**src/rtl/spi_slave_if_pkg.sv**
```systemverilog
// Shared definitions for the SPI slave front end: mode-0 framing constants and
// the command opcodes the downstream decoder dispatches on.
package spi_slave_if_pkg;

  localparam logic SPI_CPOL = 1'b0;
  localparam logic SPI_CPHA = 1'b0;
  localparam int   SPI_BITS = 8;
  localparam int   BITCNT_W = $clog2(SPI_BITS);

  typedef enum logic [7:0] {
    SET_LED          = 8'd0,
    BRAM_POKE        = 8'd1,
    BRAM_PEEK        = 8'd2,
    DBUS_READ        = 8'd3,
    DBUS_WRITE       = 8'd4,
    DATA_READY       = 8'd5,
    SET_BREAKPOINT   = 8'd6,
    CLEAR_BREAKPOINT = 8'd7
  } spi_cmd_e;

endpackage

```
**src/rtl/spi_slave_if_if.sv**
```systemverilog
// Byte-level link between the SPI front end and the command decoder.
// Strobes are single-cycle, no back-pressure: the decoder must accept every
// rx_valid, and must present the next reply on tx_data before tx_load fires.
interface spi_slave_if_if
  import spi_slave_if_pkg::*;
#(
  parameter int IDX_W = 8
);
  logic                rx_valid;
  logic [SPI_BITS-1:0] rx_data;
  logic                rx_first;
  logic [IDX_W-1:0]    byte_idx;
  logic [SPI_BITS-1:0] tx_data;
  logic                tx_load;
  logic                frame_start;
  logic                frame_end;
  logic                frame_abort;

  // master: the SPI front end; slave: the command decoder
  modport master (
    output rx_valid, rx_data, rx_first, byte_idx, tx_load,
           frame_start, frame_end, frame_abort,
    input  tx_data
  );

  modport slave (
    input  rx_valid, rx_data, rx_first, byte_idx, tx_load,
           frame_start, frame_end, frame_abort,
    output tx_data
  );
endinterface

```
**src/rtl/spi_slave_if_pin_sync_edge.sv**
```systemverilog
// N-stage synchroniser for one asynchronous pin, plus a history flop so that
// rise/fall pulses come out one cycle wide.
module pin_sync_edge #(
  parameter int   STAGES    = 2,
  parameter logic RESET_VAL = 1'b0
) (
  input  logic clk,
  input  logic reset,
  input  logic pin,
  output logic lvl,
  output logic rise,
  output logic fall
);

  logic [STAGES-1:0] sync_q, sync_d;
  logic              hist_q, hist_d;

  always_comb begin
    sync_d = {sync_q[STAGES-2:0], pin};
    hist_d = sync_q[STAGES-1];
  end

  always_ff @(posedge clk) begin
    if (reset) begin
      sync_q <= {STAGES{RESET_VAL}};
      hist_q <= RESET_VAL;
    end else begin
      sync_q <= sync_d;
      hist_q <= hist_d;
    end
  end

  assign lvl  = sync_q[STAGES-1];
  assign rise = lvl & ~hist_q;
  assign fall = ~lvl & hist_q;

endmodule

```
**src/rtl/spi_slave_if.sv**
```systemverilog
// SPI mode-0 slave front end: oversamples SCK/CS/MOSI on clk, emits received
// bytes as strobes with frame position, and shifts reply bytes out on MISO.
module spi_slave_if
  import spi_slave_if_pkg::*;
#(
  parameter int SYNC_STAGES = 2,
  parameter int IDX_W       = 8
) (
  input  logic clk,
  input  logic reset,
  input  logic SCK,
  input  logic MOSI,
  input  logic CS,
  output logic MISO,
  output logic miso_oe,
  spi_slave_if_if.master bus
);

  localparam int FILL_W = $clog2(SYNC_STAGES + 2);
  localparam logic [BITCNT_W-1:0] BIT_LAST = BITCNT_W'(SPI_BITS - 1);

  logic sck_lvl_unused, sck_rise, sck_fall;
  logic cs_lvl, cs_rise, cs_fall;
  logic mosi_lvl, mosi_rise_unused, mosi_fall_unused;

  pin_sync_edge #(.STAGES(SYNC_STAGES), .RESET_VAL(1'b0)) u_sck_sync (
    .clk(clk), .reset(reset), .pin(SCK),
    .lvl(sck_lvl_unused), .rise(sck_rise), .fall(sck_fall)
  );

  pin_sync_edge #(.STAGES(SYNC_STAGES), .RESET_VAL(1'b1)) u_cs_sync (
    .clk(clk), .reset(reset), .pin(CS),
    .lvl(cs_lvl), .rise(cs_rise), .fall(cs_fall)
  );

  pin_sync_edge #(.STAGES(SYNC_STAGES), .RESET_VAL(1'b0)) u_mosi_sync (
    .clk(clk), .reset(reset), .pin(MOSI),
    .lvl(mosi_lvl), .rise(mosi_rise_unused), .fall(mosi_fall_unused)
  );

  logic [FILL_W-1:0]   fill_q, fill_d;
  logic                armed_q, armed_d;
  logic [BITCNT_W-1:0] bitcnt_q, bitcnt_d;
  logic [IDX_W-1:0]    byte_idx_q, byte_idx_d;
  logic [SPI_BITS-1:0] rx_shift_q, rx_shift_d;
  logic [SPI_BITS-1:0] rx_data_q, rx_data_d;
  logic                rx_valid_q, rx_valid_d;
  logic                rx_first_q, rx_first_d;
  logic [SPI_BITS-1:0] tx_shift_q, tx_shift_d;

  logic fill_done, cs_active;
  logic frame_start, frame_end, frame_abort;
  logic sck_rise_act, sck_fall_act, tx_load;
  logic [SPI_BITS-1:0] rx_byte;

  // The CS pipeline resets to "idle high"; it only counts as a real CS level
  // once every stage holds a post-reset pin sample, otherwise a CS held low
  // through reset would look like a fresh assertion.
  assign fill_done = (fill_q == FILL_W'(SYNC_STAGES));

  assign cs_active    = armed_q & ~cs_lvl;
  assign frame_start  = armed_q & cs_fall;
  assign frame_end    = armed_q & cs_rise;
  assign frame_abort  = frame_end & (bitcnt_q != '0);
  assign sck_rise_act = sck_rise & cs_active & ~frame_start;
  assign sck_fall_act = sck_fall & cs_active & ~frame_start;
  assign tx_load      = frame_start | (sck_fall_act & (bitcnt_q == '0));
  assign rx_byte      = {rx_shift_q[SPI_BITS-2:0], mosi_lvl};

  always_comb begin
    fill_d     = fill_done ? fill_q : fill_q + FILL_W'(1);
    armed_d    = armed_q | (cs_lvl & fill_done);
    bitcnt_d   = bitcnt_q;
    byte_idx_d = byte_idx_q;
    rx_shift_d = rx_shift_q;
    rx_data_d  = rx_data_q;
    rx_valid_d = 1'b0;
    rx_first_d = 1'b0;
    tx_shift_d = tx_shift_q;

    if (frame_start) begin
      bitcnt_d   = '0;
      byte_idx_d = '0;
      tx_shift_d = bus.tx_data;
    end else begin
      if (sck_rise_act) begin
        rx_shift_d = rx_byte;
        bitcnt_d   = bitcnt_q + BITCNT_W'(1);
        if (bitcnt_q == BIT_LAST) begin
          rx_data_d  = rx_byte;
          rx_valid_d = 1'b1;
          rx_first_d = (byte_idx_q == '0);
          if (byte_idx_q != '1) byte_idx_d = byte_idx_q + IDX_W'(1);
        end
      end
      if (sck_fall_act) begin
        if (bitcnt_q == '0) tx_shift_d = bus.tx_data;
        else                tx_shift_d = {tx_shift_q[SPI_BITS-2:0], 1'b0};
      end
      // A partial byte at CS release is simply dropped
      if (frame_end) bitcnt_d = '0;
    end
  end

  always_ff @(posedge clk) begin
    if (reset) begin
      fill_q     <= '0;
      armed_q    <= 1'b0;
      bitcnt_q   <= '0;
      byte_idx_q <= '0;
      rx_shift_q <= '0;
      rx_data_q  <= '0;
      rx_valid_q <= 1'b0;
      rx_first_q <= 1'b0;
      tx_shift_q <= '0;
    end else begin
      fill_q     <= fill_d;
      armed_q    <= armed_d;
      bitcnt_q   <= bitcnt_d;
      byte_idx_q <= byte_idx_d;
      rx_shift_q <= rx_shift_d;
      rx_data_q  <= rx_data_d;
      rx_valid_q <= rx_valid_d;
      rx_first_q <= rx_first_d;
      tx_shift_q <= tx_shift_d;
    end
  end

  assign MISO             = tx_shift_q[SPI_BITS-1];
  assign miso_oe          = cs_active;
  assign bus.rx_valid     = rx_valid_q;
  assign bus.rx_data      = rx_data_q;
  assign bus.rx_first     = rx_first_q;
  assign bus.byte_idx     = byte_idx_q;
  assign bus.tx_load      = tx_load;
  assign bus.frame_start  = frame_start;
  assign bus.frame_end    = frame_end;
  assign bus.frame_abort  = frame_abort;

endmodule

```
**src/flat_wrapper.sv**
```systemverilog
// flat-port wrapper written by rule: the top's interface ports become plain ports
module spi_slave_if_flat import spi_slave_if_pkg::*;
#(
  parameter int SYNC_STAGES = 2,
  parameter int IDX_W       = 8
)
  (clk, reset, SCK, MOSI, CS, MISO, miso_oe, bus_rx_valid, bus_rx_data, bus_rx_first, bus_byte_idx, bus_tx_load, bus_frame_start, bus_frame_end, bus_frame_abort, bus_tx_data);
  spi_slave_if_if #(.IDX_W(IDX_W)) bus_i ();
  input  logic clk;
  input  logic reset;
  input  logic SCK;
  input  logic MOSI;
  input  logic CS;
  output logic MISO;
  output logic miso_oe;
  output wire logic [$bits(bus_i.rx_valid)-1:0] bus_rx_valid;
  output wire logic [$bits(bus_i.rx_data)-1:0] bus_rx_data;
  output wire logic [$bits(bus_i.rx_first)-1:0] bus_rx_first;
  output wire logic [$bits(bus_i.byte_idx)-1:0] bus_byte_idx;
  output wire logic [$bits(bus_i.tx_load)-1:0] bus_tx_load;
  output wire logic [$bits(bus_i.frame_start)-1:0] bus_frame_start;
  output wire logic [$bits(bus_i.frame_end)-1:0] bus_frame_end;
  output wire logic [$bits(bus_i.frame_abort)-1:0] bus_frame_abort;
  input wire logic [$bits(bus_i.tx_data)-1:0] bus_tx_data;
  assign bus_rx_valid = bus_i.rx_valid;
  assign bus_rx_data = bus_i.rx_data;
  assign bus_rx_first = bus_i.rx_first;
  assign bus_byte_idx = bus_i.byte_idx;
  assign bus_tx_load = bus_i.tx_load;
  assign bus_frame_start = bus_i.frame_start;
  assign bus_frame_end = bus_i.frame_end;
  assign bus_frame_abort = bus_i.frame_abort;
  assign bus_i.tx_data = bus_tx_data;
  spi_slave_if #(.SYNC_STAGES(SYNC_STAGES), .IDX_W(IDX_W)) u_core (.clk(clk), .reset(reset), .SCK(SCK), .MOSI(MOSI), .CS(CS), .MISO(MISO), .miso_oe(miso_oe), .bus(bus_i));
endmodule
```
**config.mk**
```make
export PLATFORM = sky130hd
export DESIGN_NAME = spi_slave_if_flat
export DESIGN_NICKNAME = d
export VERILOG_FILES = /design/src/rtl/spi_slave_if_pkg.sv /design/src/rtl/spi_slave_if_if.sv /design/src/rtl/spi_slave_if_pin_sync_edge.sv /design/src/rtl/spi_slave_if.sv /design/src/flat_wrapper.sv
export SDC_FILE = /design/constraint.sdc
export NUM_CORES = 1
export LEC_CHECK = 0
export ABC_AREA = 1
export BUFFER_PORTS_ARGS = -buffer_cell sky130_fd_sc_hd__clkbuf_2
export CORE_MARGIN = 2
export CORE_UTILIZATION = 55
export CTS_CLUSTER_DIAMETER = 150
export DETAILED_ROUTE_END_ITERATION = 10
export HOLD_SLACK_MARGIN = 0.15
export PLACE_DENSITY = 0.79
export SLEW_MARGIN = 20
export SYNTH_ARGS = -nofsm -noshare
export SYNTH_HDL_FRONTEND = slang
export SYNTH_SLANG_ARGS = --single-unit
```
**constraint.sdc**
```tcl
create_clock -name clk -period 3.1 [get_ports clk]
set_clock_uncertainty 0.2 [all_clocks]
set_input_delay 0.155 -clock clk [delete_from_list [all_inputs] [get_ports clk]]
set_output_delay 0.155 -clock clk [all_outputs]
set_load 0.05 [all_outputs]
```
* Word level (Yosys, flattened, before mapping)
Index checks and enable logic that the tools add are counted.
Widths: inputs -> output; s select.
** Word-level totals
- Output and inout port bits :: 24
- Input bits :: 13
- Flip-flop bits (word level) :: 47
** Operators by class
- Equality and inequality tests :: 3
- Reductions and logical operators :: 11
- Bitwise gates (word level) :: 23
- Multiplexer cells :: 4
- Add/subtract/negate cells :: 3
** Operator list (count)
- $mux 8 :: 3
- $and 1x1->1 :: 14
- $add 8x1->8 const B :: 1
- $logic_not 8->1 :: 1
- $ne 8x8->1 const B :: 1
- $not 1->1 :: 7
- $reduce_and 3->1 :: 2
- $reduce_or 3->1 :: 2
- $reduce_or 4->1 :: 1
- $add 3x1->3 const B :: 1
- $eq 3x3->1 const B :: 1
- $logic_not 3->1 :: 1
- $reduce_bool 3->1 :: 1
- $add 2x1->2 const B :: 1
- $eq 2x2->1 const B :: 1
- $or 1x1->1 :: 2
- $reduce_and 2->1 :: 1
- $reduce_bool 2->1 :: 1
- $reduce_or 2->1 :: 1
- $mux 1 :: 1

* Depth between registers and ports, before layout
- Depth in word-level cells :: 7
- Depth in mapped cells :: 9
- Mapped depth without buffers :: 8

* Hierarchy
Synthesis repeated with hierarchy kept, for this count alone.
** Unflattened totals
- Cell total of the unflattened synthesis :: 279
- Area total of the unflattened synthesis :: 2040.7 µm²
** Modules (own cells, without submodules)
- spi_slave_if :: area each 1755.4 µm², times used 1, cells an instance 242
- pin_sync_edge (u_core.u_mosi_sync ...) :: area each 93.8 µm², times used 2, cells an instance 12
- pin_sync_edge (u_core.u_cs_sync) :: area each 97.6 µm², times used 1, cells an instance 13

* Worst setup path before layout
No wires, ideal clock.
- Path type :: register to output
- From :: register u_core.armed_q
- To :: output bus_tx_load
- Path slack :: 698 ps
- Cell stages (with the launch flop) :: 5
- Arrival time :: 2047 ps
- Cells stage by stage :: dfxtp_1 -> inv_1 -> nor2_4 -> nand3_2 -> o21ai_0
** Between the ends
- Cells in the longest elaborated chain, start to end :: 5
- Elaborated cells on any way between the ends :: 7
- Classes of those cells :: bitwise (7)
** Ends and longest elaborated chain
- start, declared :: RTL line spi_slave_if.sv:42 : logic armed_q, armed_d;
- start signal, assigned :: RTL line spi_slave_if.sv:118 : armed_q <= armed_d;
- $and 1x1->1 :: RTL line spi_slave_if.sv:61 : assign cs_active = armed_q & ~cs_lvl;
- named net miso_oe :: RTL line flat_wrapper.sv:15 : output logic miso_oe;
- $and 1x1->1 (2 in series) :: RTL line spi_slave_if.sv:66 : assign sck_fall_act = sck_fall & cs_active & ~frame_start;
- $and 1x1->1 :: RTL line spi_slave_if.sv:67 : assign tx_load = frame_start | (sck_fall_act & (bitcnt_q == '0));
- $or 1x1->1 :: RTL line spi_slave_if.sv:67
- end, declared :: RTL line flat_wrapper.sv:20 : output wire logic [$bits(bus_i.tx_load)-1:0] bus_tx_load;
The timed path passes the listed nets, and every way through them passes these cells.

* Worst setup path in the final report
- From :: register u_core.bitcnt_q[0]
- To :: register u_core.tx_shift_q[0]
** Between the ends
- Cells in the longest elaborated chain, start to end :: 4
** Ends and longest elaborated chain
- start, declared :: RTL line spi_slave_if.sv:43 : logic [BITCNT_W-1:0] bitcnt_q, bitcnt_d;
- start signal, assigned :: RTL line spi_slave_if.sv:119 : bitcnt_q <= bitcnt_d;
- $logic_not 3->1 :: RTL line spi_slave_if.sv:97 : if (bitcnt_q == '0) tx_shift_d = bus.tx_data;
- $mux 8 :: RTL line spi_slave_if.sv:97
- $mux 8 :: RTL line spi_slave_if.sv:96 : if (sck_fall_act) begin
- $mux 8 :: RTL line spi_slave_if.sv:81 : if (frame_start) begin
- end signal, assigned :: RTL line spi_slave_if.sv:125 : tx_shift_q <= tx_shift_d;
- end, declared :: RTL line spi_slave_if.sv:49 : logic [SPI_BITS-1:0] tx_shift_q, tx_shift_d;
No other way between the ends. The select of a mux whose other input is x is not followed.
A chain may end at the register's enable or synchronous reset.

==> results.cfg <==
[critical_path]
worstSetupPathType = reg -> reg
critical_path_peak_fanout = 15
endpoint_kind = register
start_kind = register
arrival_ns = 2.12
r2r_setup_slack_ns = 1.02
worstRegToRegCells = 8
required_ns = 3.14
regToRegEndpoint = u_core.tx_shift_q[0]
r2r-start = u_core.bitcnt_q[0]

[min_path]
holdPathStages = 2
min_path_type = reg -> reg
hold_end = u_core.u_sck_sync.sync_q[1]
worstHoldStart = u_core.u_sck_sync.sync_q[0]

[floorplanning]
coreArea_sq_um = 3630
rows = 22
dieArea_sq_um = 4270
die_w_um = 65.3
die_h_um = 65.3
initial_core_util_pct = 57.0
ios = 37

[detailed_routing]
ant_nets = 0
drt-initial-drc-count = 95
wl_um = 4010
via_count = 1796
via_per_inst = 4.91
drt-pass1-iter-count = 4
drc_errors = 0
wl_per_cell_um = 11.0

[clocking]
cts-root-buf = clkbuf_8
clock_sinks = 47
clk_pin_slew_ns = 0.09
cts_resized = 0
cts_buffer_depth = 2
cts_buffers = 5
cts_tree = built
clkLatencyLatePin_ns = 0.30
htree_levels = 2
postCtsHoldBufs = 15
cts_setup_buffers = 0

[grt]
grt_pass1_wl_um = 6640
grt_max_degree = 21
grt_pass1_vias = 1559
track_usage_pct = 19.8
gr-total-overflow = 0
antenna_found_initial = 0

[finish]
multi_input_area_sq_um = 927
seq_area_sq_um = 941
layout.nets = 336
syn2layout_area_growth_pct = 21.3
stdcell_area_sq_um = 2510
final_cells = 366
drive_gt1_share_pct = 21.1
num_antenna_cells = 0
num-fill-cells = 313

[pwr]
intPower_mw = 0.912
pwr-share-comb_pct = 8.8
p_per_area_nw_per_um2 = 476
switching_power_mw = 0.284
clock_power_share_pct = 38.0
p_leak_nw = 1.16
vdd_drop_max_mv = 0.317
seqPwrFrac_pct = 53.2
swShare_pct = 23.7

[logic_synthesis]
synth-seq-cells = 47
ys_warn_count = 0
ys_types = 31
yosysSeqAreaShare_pct = 45.5
synthCells = 267
avgSynthCellArea_sq_um = 7.75
netlist_area_sq_um = 2070
syn_nets = 286

[sta]
hold_viol = 0
rsz0062_at_grt = false
drv_slew = 0
worst_slack_ns = 1.02
period_share_pct = 67.1
fin_crit_ns = 2.08
slew_headroom_pct = 71.4
totalNegativeSetupSlack_ns = 0
setup_violations = 0
worst_pin_slew_ns = 0.429
fmax_mhz = 481

[placement]
port_buffers = 36
dp_hpwl_um = 2760
dp_slack_ns = 1.39
place.gp.congestion = 0.779
place_area_sq_um = 2240
placed_cells = 343

[run]
cap_violations = 0

[status]
status = finished clean
cell families (layout without fill, tap and decap cells):
family / Yosys count / in the layout / synth area share, %
XOR/XNOR: 3 / 3 / 1.27
flip-flops: 47 / 47 / 45.5
buffers and inverters: 44 / 95 / 9.73
AND/OR/NAND/NOR: 112 / 112 / 25.8
adder cells (fa/ha/maj): 6 / 6 / 3.63
AO/OA/AOI/OAI: 55 / 55 / 14.1
cell usage in the layout, fill, tap and decap left out:
cell,instances
nor2_1,31
a21oi_1,24
a211oi_1,1
dfxtp_1,47
nand2_4,3
o21ai_2,1
o21ai_0,15
nand4_1,2
clkbuf_2,36
clkinv_4,1
inv_6,1
nand3_2,4
nor4_1,1
ha_1,6
nand3b_1,1
or2_2,3
nand2_1,53
clkbuf_8,5
xor2_1,3
dlygate4sd3_1,15
o21ai_1,11
nor3b_1,1
bufinv_16,1
a21oi_2,3
nor2_4,3
nand3_1,4
nand2_2,3
and3_1,1
nor2_2,2
inv_2,1
inv_1,35
worst max path at each step:
stage	startpoint	to	slack, ns	cells after the start
3_5_place_dp	reset	u_core.bitcnt_q[0]	1.39	6
3_3_place_gp	u_core.bitcnt_q[0]	bus_tx_load	1.42	6
2_1_floorplan	u_core.armed_q	bus_tx_load	0.70	4
4_1_cts	u_core.bitcnt_q[0]	u_core.tx_shift_q[0]	1.03	8
6_report	u_core.bitcnt_q[0]	u_core.tx_shift_q[0]	1.02	8
5_1_grt	reset	u_core.bitcnt_q[0]	0.92	7
metrics by stage:
stage | utilization [%] | power (mW) | hold WS (ns)
5_1_grt | 69.1 | 1.25 | 0.229
2_1_floorplan | - | 0.718 | 0.0588
6_report | 69.1 | 1.20 | 0.212
3_3_place_gp | 61.7 | 0.733 | 0.146
3_5_place_dp | 61.7 | 0.740 | 0.144
4_1_cts | 69.1 | 1.20 | 0.213
layer usage:
metal	wire length [um]	GRT usage, %	up-vias	share of wire [%]
met1	1830	24.8	801	46
met2	1940	33.2	37	48
met3	141	3.77	9	3.5
li1	-	-	949	-
met4	98	8.59	0	2.4
met5	0	0	-	0
synth_stat cells:
library cell  count  share of area (%)
nand2_4           3                1.6
nor2_2            2               0.60
inv_2             1               0.18
o21ai_2           1               0.42
nand2_2           3               0.91
nor3b_1           1               0.36
nand3_2           4                1.9
clkbuf_1          2               0.36
nor2_1           31                5.6
buf_12            1               0.97
a211oi_1          1               0.36
buf_4             1               0.36
nor2_4            3                1.6
a21oi_1          24                5.8
o21ai_1          11                2.7
nand4_1           2               0.60
dfxtp_1          47                 45
nor4_1            1               0.30
or2_2             3               0.91
ha_1              6                3.6
a21oi_2           3                1.3
o21ai_0          15                3.6
nand3_1           4               0.97
inv_1            35                6.3
and3_1            1               0.30
buf_1             1               0.18
nand2_1          53                9.6
buf_2             1               0.24
buf_6             2                1.1
nand3b_1          1               0.36
xor2_1            3                1.3
worst max-delay path: stages, from the launching register on:
cell,delay (ns)
dfxtp_1,0.34
inv_1,0.08
ha_1,0.14
inv_1,0.03
or2_2,0.31
nand2_4,0.17
nand3_2,0.10
a21oi_2,0.11
dlygate4sd3_1,0.55
power by group through the flow:
stage / Sequential, mW / Combinational (mW) / Clock [mW]
2_1_floorplan: 0.649 / 0.0690 / 0
3_3_place_gp: 0.649 / 0.0843 / 0
3_5_place_dp: 0.650 / 0.0901 / 0
4_1_cts: 0.636 / 0.104 / 0.462
5_1_grt: 0.638 / 0.120 / 0.491
6_report: 0.636 / 0.105 / 0.454
area by class of cell:
cell class	count	area share [%]
sequential	47	37.5
multi-input combinational	176	36.9
timing repair buffer	51	13.2
inverter	36	5.38
clock buffer	5	2.74
tap	48	2.39
clock inverter	3	1.89
state kept, by name (all words and copies together), names as in the netlist:
name	count
u_core.armed_q	1
u_core.bitcnt_q	3
u_core.bus.byte_idx	8
u_core.bus.rx_data	8
u_core.bus.rx_first	1
u_core.bus.rx_valid	1
u_core.fill_q	2
u_core.rx_shift_q	7
u_core.tx_shift_q	8
u_core.u_cs_sync.hist_q	1
u_core.u_cs_sync.sync_q	2
u_core.u_mosi_sync.sync_q	2
u_core.u_sck_sync.hist_q	1
u_core.u_sck_sync.sync_q	2
No activity file was read; power rests on OpenSTA's default activity.
